==> src/rtl/riscv_alu_pkg.sv <==
// Shared RV32I ALU types: shift opcode encoding, datapath widths, bit-reverse helper.
package riscv_alu_pkg;

  localparam int unsigned XLEN    = 32;
  localparam int unsigned SHAMT_W = 5;

  typedef enum logic [1:0] {
    SHIFT_SLL = 2'b00,
    SHIFT_SRL = 2'b01,
    SHIFT_RSV = 2'b10,
    SHIFT_SRA = 2'b11
  } shift_op_t;

  function automatic logic [XLEN-1:0] bit_reverse(input logic [XLEN-1:0] v);
    logic [XLEN-1:0] r;
    r = '0;
    for (int unsigned i = 0; i < XLEN; i++) begin
      r[i] = v[XLEN-1-i];
    end
    return r;
  endfunction

endpackage

==> src/rtl/shift_core_32.sv <==
// Combinational five-layer 32-bit barrel shifter; left shifts reuse the
// right-shift network by reversing bits on the way in and out.
module shift_core_32 (
  input  logic [31:0] a,
  input  logic [4:0]  shamt,
  input  logic        dir,
  input  logic        fill,
  output logic [31:0] y
);
  import riscv_alu_pkg::*;

  logic [31:0] layer [0:5];

  assign layer[0] = dir ? bit_reverse(a) : a;

  for (genvar k = 0; k < 5; k++) begin : g_layer
    localparam int unsigned SH = 1 << k;
    assign layer[k+1] = shamt[k] ? {{SH{fill}}, layer[k][31:SH]} : layer[k];
  end

  assign y = dir ? bit_reverse(layer[5]) : layer[5];

endmodule

==> src/rtl/shift_exec_stage.sv <==
// Two-stage pipelined SLL/SRL/SRA execute unit with valid/ready handshake.
// Define SHIFT_EXEC_SRA_EN to enable arithmetic right shift (op 11).
module shift_exec_stage #(
  parameter int unsigned XLEN  = 32,
  parameter int unsigned TAG_W = 5
) (
  input  logic             clk,
  input  logic             rst,
  input  logic             flush,
  input  logic             in_valid,
  output logic             in_ready,
  input  logic [1:0]       in_op,
  input  logic [XLEN-1:0]  in_a,
  input  logic [XLEN-1:0]  in_b,
  input  logic [TAG_W-1:0] in_rd,
  output logic             out_valid,
  input  logic             out_ready,
  output logic [XLEN-1:0]  out_result,
  output logic [TAG_W-1:0] out_rd,
  output logic             out_illegal
);
  import riscv_alu_pkg::*;

  logic             s1_valid_q, s1_valid_d;
  shift_op_t        s1_op_q, s1_op_d;
  logic [XLEN-1:0]  s1_a_q, s1_a_d;
  logic [SHAMT_W-1:0] s1_shamt_q, s1_shamt_d;
  logic [TAG_W-1:0] s1_rd_q, s1_rd_d;

  logic             s2_valid_q, s2_valid_d;
  logic [XLEN-1:0]  s2_result_q, s2_result_d;
  logic [TAG_W-1:0] s2_rd_q, s2_rd_d;
  logic             s2_illegal_q, s2_illegal_d;

  logic             s1_adv;
  logic             accept;
  logic             core_dir;
  logic             core_fill;
  logic             op_illegal;
  logic [XLEN-1:0]  core_y;
  logic             unused_b_hi;

  assign unused_b_hi = ^in_b[XLEN-1:SHAMT_W];

  assign s1_adv   = !s2_valid_q || out_ready;
  assign in_ready = !flush && (!s1_valid_q || s1_adv);
  assign accept   = in_valid && in_ready;

  always_comb begin
    core_dir   = 1'b0;
    core_fill  = 1'b0;
    op_illegal = 1'b0;
    case (s1_op_q)
      SHIFT_SLL: core_dir = 1'b1;
      SHIFT_SRL: core_dir = 1'b0;
`ifdef SHIFT_EXEC_SRA_EN
      SHIFT_SRA: core_fill = s1_a_q[XLEN-1];
`endif
      default:   op_illegal = 1'b1;
    endcase
  end

  shift_core_32 u_core (
    .a     (s1_a_q),
    .shamt (s1_shamt_q),
    .dir   (core_dir),
    .fill  (core_fill),
    .y     (core_y)
  );

  always_comb begin
    s1_valid_d = s1_valid_q;
    s1_op_d    = s1_op_q;
    s1_a_d     = s1_a_q;
    s1_shamt_d = s1_shamt_q;
    s1_rd_d    = s1_rd_q;
    if (flush) begin
      s1_valid_d = 1'b0;
    end else if (accept) begin
      s1_valid_d = 1'b1;
      s1_op_d    = shift_op_t'(in_op);
      s1_a_d     = in_a;
      s1_shamt_d = in_b[SHAMT_W-1:0];
      s1_rd_d    = in_rd;
    end else if (s1_adv) begin
      s1_valid_d = 1'b0;
    end
  end

  // S2 payload only reloads when a valid op moves up, so a stalled result holds.
  always_comb begin
    s2_valid_d   = s2_valid_q;
    s2_result_d  = s2_result_q;
    s2_rd_d      = s2_rd_q;
    s2_illegal_d = s2_illegal_q;
    if (flush) begin
      s2_valid_d = 1'b0;
    end else if (s1_adv) begin
      s2_valid_d = s1_valid_q;
      if (s1_valid_q) begin
        s2_result_d  = op_illegal ? '0 : core_y;
        s2_rd_d      = s1_rd_q;
        s2_illegal_d = op_illegal;
      end
    end
  end

  always_ff @(posedge clk or posedge rst) begin
    if (rst) begin
      s1_valid_q   <= 1'b0;
      s1_op_q      <= SHIFT_SLL;
      s1_a_q       <= '0;
      s1_shamt_q   <= '0;
      s1_rd_q      <= '0;
      s2_valid_q   <= 1'b0;
      s2_result_q  <= '0;
      s2_rd_q      <= '0;
      s2_illegal_q <= 1'b0;
    end else begin
      s1_valid_q   <= s1_valid_d;
      s1_op_q      <= s1_op_d;
      s1_a_q       <= s1_a_d;
      s1_shamt_q   <= s1_shamt_d;
      s1_rd_q      <= s1_rd_d;
      s2_valid_q   <= s2_valid_d;
      s2_result_q  <= s2_result_d;
      s2_rd_q      <= s2_rd_d;
      s2_illegal_q <= s2_illegal_d;
    end
  end

  assign out_valid   = s2_valid_q;
  assign out_result  = s2_result_q;
  assign out_rd      = s2_rd_q;
  assign out_illegal = s2_illegal_q;

endmodule

==> config.mk <==
export PLATFORM = sky130hd
export DESIGN_NAME = shift_exec_stage
export DESIGN_NICKNAME = d
export VERILOG_FILES = /design/src/rtl/riscv_alu_pkg.sv /design/src/rtl/shift_core_32.sv /design/src/rtl/shift_exec_stage.sv
export SDC_FILE = /design/constraint.sdc
export NUM_CORES = 1
export LEC_CHECK = 0
export BUFFER_PORTS_ARGS = -buffer_cell sky130_fd_sc_hd__buf_2
export CORE_ASPECT_RATIO = 1.75
export CORE_UTILIZATION = 42
export CTS_CLUSTER_DIAMETER = 40
export CTS_CLUSTER_SIZE = 20
export DETAILED_ROUTE_END_ITERATION = 16
export GPL_TIMING_DRIVEN = 0
export PLACE_DENSITY = 0.64
export SLEW_MARGIN = 20
export SYNTH_ARGS = -nofsm -noshare
export SYNTH_HDL_FRONTEND = slang
export SYNTH_HIERARCHICAL = 1
export SYNTH_SLANG_ARGS = --single-unit
export TNS_END_PERCENT = 100
==> constraint.sdc <==
create_clock -name clk -period 4.4 [get_ports clk]
set_input_delay 0.66 -clock clk [delete_from_list [all_inputs] [get_ports clk]]
set_output_delay 0.66 -clock clk [all_outputs]
set_load 0.01 [all_outputs]
==> impl_metrics.yaml <==
logic_synthesis:
  ys.flop_type: "dfrtp_1"
  ys_ff_latch: 84
  synth_seq_area_share_pct: 30.1
  synth-edff-count: 0
  synthArstFlopShare_pct: 100
  synth_area_um2: 6990
  avgSynthCellArea_um2: 10.1
  synth_cells: 692
  yosys_warnings: 6
  ys_types: 56
cells_and_area:
  drive_gt1_share_pct: 34.3
  n_antenna_cell: 0
  area_delta_synth_final_pct: 15.4
  fin_nets: 870
sta:
  period_share_pct: 97.3
  max_freq_ghz: 0.234
  slew_violations: 0
  hold_ws_ns: 0.346
  worst_pin_slew_ns: 1.17
  max_slew_margin_pct: 21.2
  finalHoldViolCount: 0
  fin_skew_ns: 0.00698
  fin_setup_tns_ns: 0
  fin_crit_ns: 4.28
  setup_viol: 0
  grt_setup_unrepaired: "false"
power:
  power_density_nw_per_um2: 492
  seq_power_share_pct: 29.0
  switchingPower_mw: 1.67
  pwr-share-clk_pct: 20.1
  swShare_pct: 42.1
  leakagePower_nw: 3.52
  ir_drop_mv: 0.198
  p_comb_share_pct: 51.0
  p_int_mw: 2.30
clock_network:
  insertion_delay_ns: 0.35
  cts_buffer_depth: 2
  holdBufCountCts: 0
  clock-sinks: 84
  path_clk_slew_ns: 0.06
  cts_tree: "done"
  htreeDepth: 3
  numCtsBuffers: 9
  cts_root_buffer: "clkbuf_16"
die:
  fp-row-count: 62
  fp.dieW_um: 99.5
  die_y_um: 173
  ioPinCount: 116
  core_area_um2: 16400
  start_util_pct: 42.7
  dieArea_um2: 17200
routing:
  drt_pre_antenna_iters: 6
  ant_nets: 0
  wire_per_inst_um: 25.0
  vias_per_cell: 6.33
  route.detailed.drc: 0
  drt-total-wl_mm: 25.6
  drt_iter0_drc: 400
  vias: 6478
setup_path:
  start_kind: "flop"
  worst-setup-path-type: "flop to flop"
  slowest_delay_ns: 0.54
  worstPathArrival_ns: 4.52
  worstPathCellList: "clkbuf_1, nor2_1, buf_2, buf_2, nor2b_1, a22oi_1, a21oi_1, a21oi_1, a221oi_2, mux2i_1, nor2b_1, mux2_2"
  worstPathMaxFanout: 10
  cp_data_required_time_ns: 4.64
  critPathSlowestCell: "nor2b_1"
  endpoint_kind: "flop"
global_routing:
  antenna_found_initial: 0
  grt_pass1_vias: 6597
  overflow: 0
  grt_max_degree: 46
  grt_first_pass_wirelength_mm: 39.2
  grt_usage_pct: 30.8
job:
  cap_viol_max_count: 0
placement:
  dp_hpwl_mm: 20.0
  port_buffers: 88
  place_congestion: 1.00
outcome:
  status: "finished, final reports clean"
hold_path:
  hp-class: "input port to async pin"
## layout make-up
type | count | area, um2
buffer | 54 | 293
clock buffer | 10 | 239
clock inverter | 6 | 72.6
fill | 1613 | 8300
inverter | 7 | 28.8
multi-input combinational | 549 | 4580
sequential | 84 | 2100
tap | 224 | 280
timing repair buffer | 89 | 468
## repair_timing
item	in CTS	in global routing
endpoints found under the setup margin	0	2
resized for setup	0	1
setup buffers	0	0
## flip-flops by register name (all words and copies together), names as in the netlist
| signal | flops |
|---|---|
| out_illegal | 1 |
| out_rd | 5 |
| out_valid | 1 |
| s1_shamt_q | 5 |
| s1_rd_q | 5 |
| s1_op_q | 2 |
| s1_a_q | 32 |
| s1_valid_q | 1 |
| out_result | 32 |
## worst paths after layout
kind                       slack [ns]       start        endpoint  cells past startpoint
min reg2reg                      0.48  s1_rd_q[4]      s1_rd_q[4]                      1
min in group clk                 0.48  s1_rd_q[4]      s1_rd_q[4]                      1
max reg2reg                      0.12  s1_op_q[1]  out_result[24]                     12
min                              0.35         rst       out_rd[0]                      2
max in group asynchronous        3.45         rst  out_result[12]                      3
max                              0.12  s1_op_q[1]  out_result[24]                     12
## kinds of logic (layout without fill, tap and decap cells)
kind of cell | after synthesis | count (layout) | share of synthesized area, %
and+or+nand+nor | 188 | 188 | 13.1
xor gates and xnor gates | 1 | 1 | 0.125
DFF | 84 | 84 | 30.1
AOI/OAI and AO/OA | 147 | 147 | 14.9
muxes | 210 | 210 | 37.2
buffers and inverters | 61 | 166 | 4.56
other | 1 | 3 | 0.0537
## worst max-delay path, delay by kind of cell, from the launching register on
| kind | cells | cell delay, ns |
|---|---|---|
| compound gates | 4 | 1.28 |
| buf+inv | 3 | 0.99 |
| flops | 1 | 0.48 |
| mux | 2 | 0.41 |
| simple gates | 3 | 1.00 |
## power groups by stage
stage	Sequential (mW)	Combinational [mW]	Clock (mW)
floorplan	1.17	1.28	0
detailed placement	1.17	1.95	0
CTS	1.15	1.96	0.820
finish	1.15	2.02	0.796
global placement	1.16	1.96	0
global route	1.18	2.13	0.835
## metal layers
| layer | up-vias | global-route usage, % | part of all wire, % |
|---|---|---|---|
| met1 | 3183 | 32.0 | 34 |
| met5 | - | 0 | 0 |
| met3 | 123 | 4.32 | 5.3 |
| met4 | 0 | 24.8 | 8.5 |
| li1 | 2821 | - | - |
| met2 | 351 | 54.2 | 52 |
## synth_stat cells (5+ instances only)
cell type / number / area (um2)
a21oi_1: 20 / 100
a22oi_1: 35 / 263
and3_1: 5 / 31.3
buf_2: 12 / 60.1
buf_4: 10 / 75.1
buf_6: 5 / 56.3
clkbuf_1: 23 / 86.3
dfrtp_1: 84 / 2100
inv_1: 5 / 18.8
mux2_2: 104 / 1170
mux2i_1: 74 / 741
mux4_2: 29 / 653
nand2_1: 58 / 218
nand2b_1: 7 / 43.8
nand3_1: 9 / 45.0
nor2_1: 48 / 180
nor2b_1: 43 / 269
o211ai_1: 18 / 135
o21ai_0: 22 / 110
o22ai_1: 6 / 37.5
## cell usage in the layout, fill, tap and decap left out, types with 3 or more instances in the layout
master	count
mux2_2	104
buf_2	100
dfrtp_1	84
mux2i_1	74
nand2_1	58
nor2_1	48
nor2b_1	43
a22oi_1	35
mux4_2	29
clkbuf_1	23
o21ai_0	22
a21oi_1	20
o211ai_1	18
buf_4	10
clkbuf_16	9
nand3_1	9
nand2b_1	7
o22ai_1	6
buf_6	5
and3_1	5
a32oi_1	4
and2_1	4
inv_1	4
buf_1	4
nor3_1	4
o221ai_1	4
mux2_1	3
clkinv_4	3
or2_2	3
a21o_1	3
conb_1	3
a222oi_1	3
a211o_1	3
a31oi_1	3
a211oi_1	3
## metrics by stage
| stage | utilization [%] | cell area, um2 | cells | setup WS (ns) | power, mW |
|---|---|---|---|---|---|
| finish | 49.3 | 8070 | 1023 | 0.118 | 3.97 |
| global route | 49.3 | 8070 | 1023 | 0.0447 | 4.15 |
| floorplan | - | 7000 | 694 | 1.38 | 2.45 |
| detailed placement | 47.3 | 7750 | 1007 | 0.112 | 3.12 |
| CTS | 49.2 | 8060 | 1023 | 0.0864 | 3.93 |
| global placement | 47.1 | 7720 | 1006 | 0.0732 | 3.12 |
(Power assumes the default switching activity.)
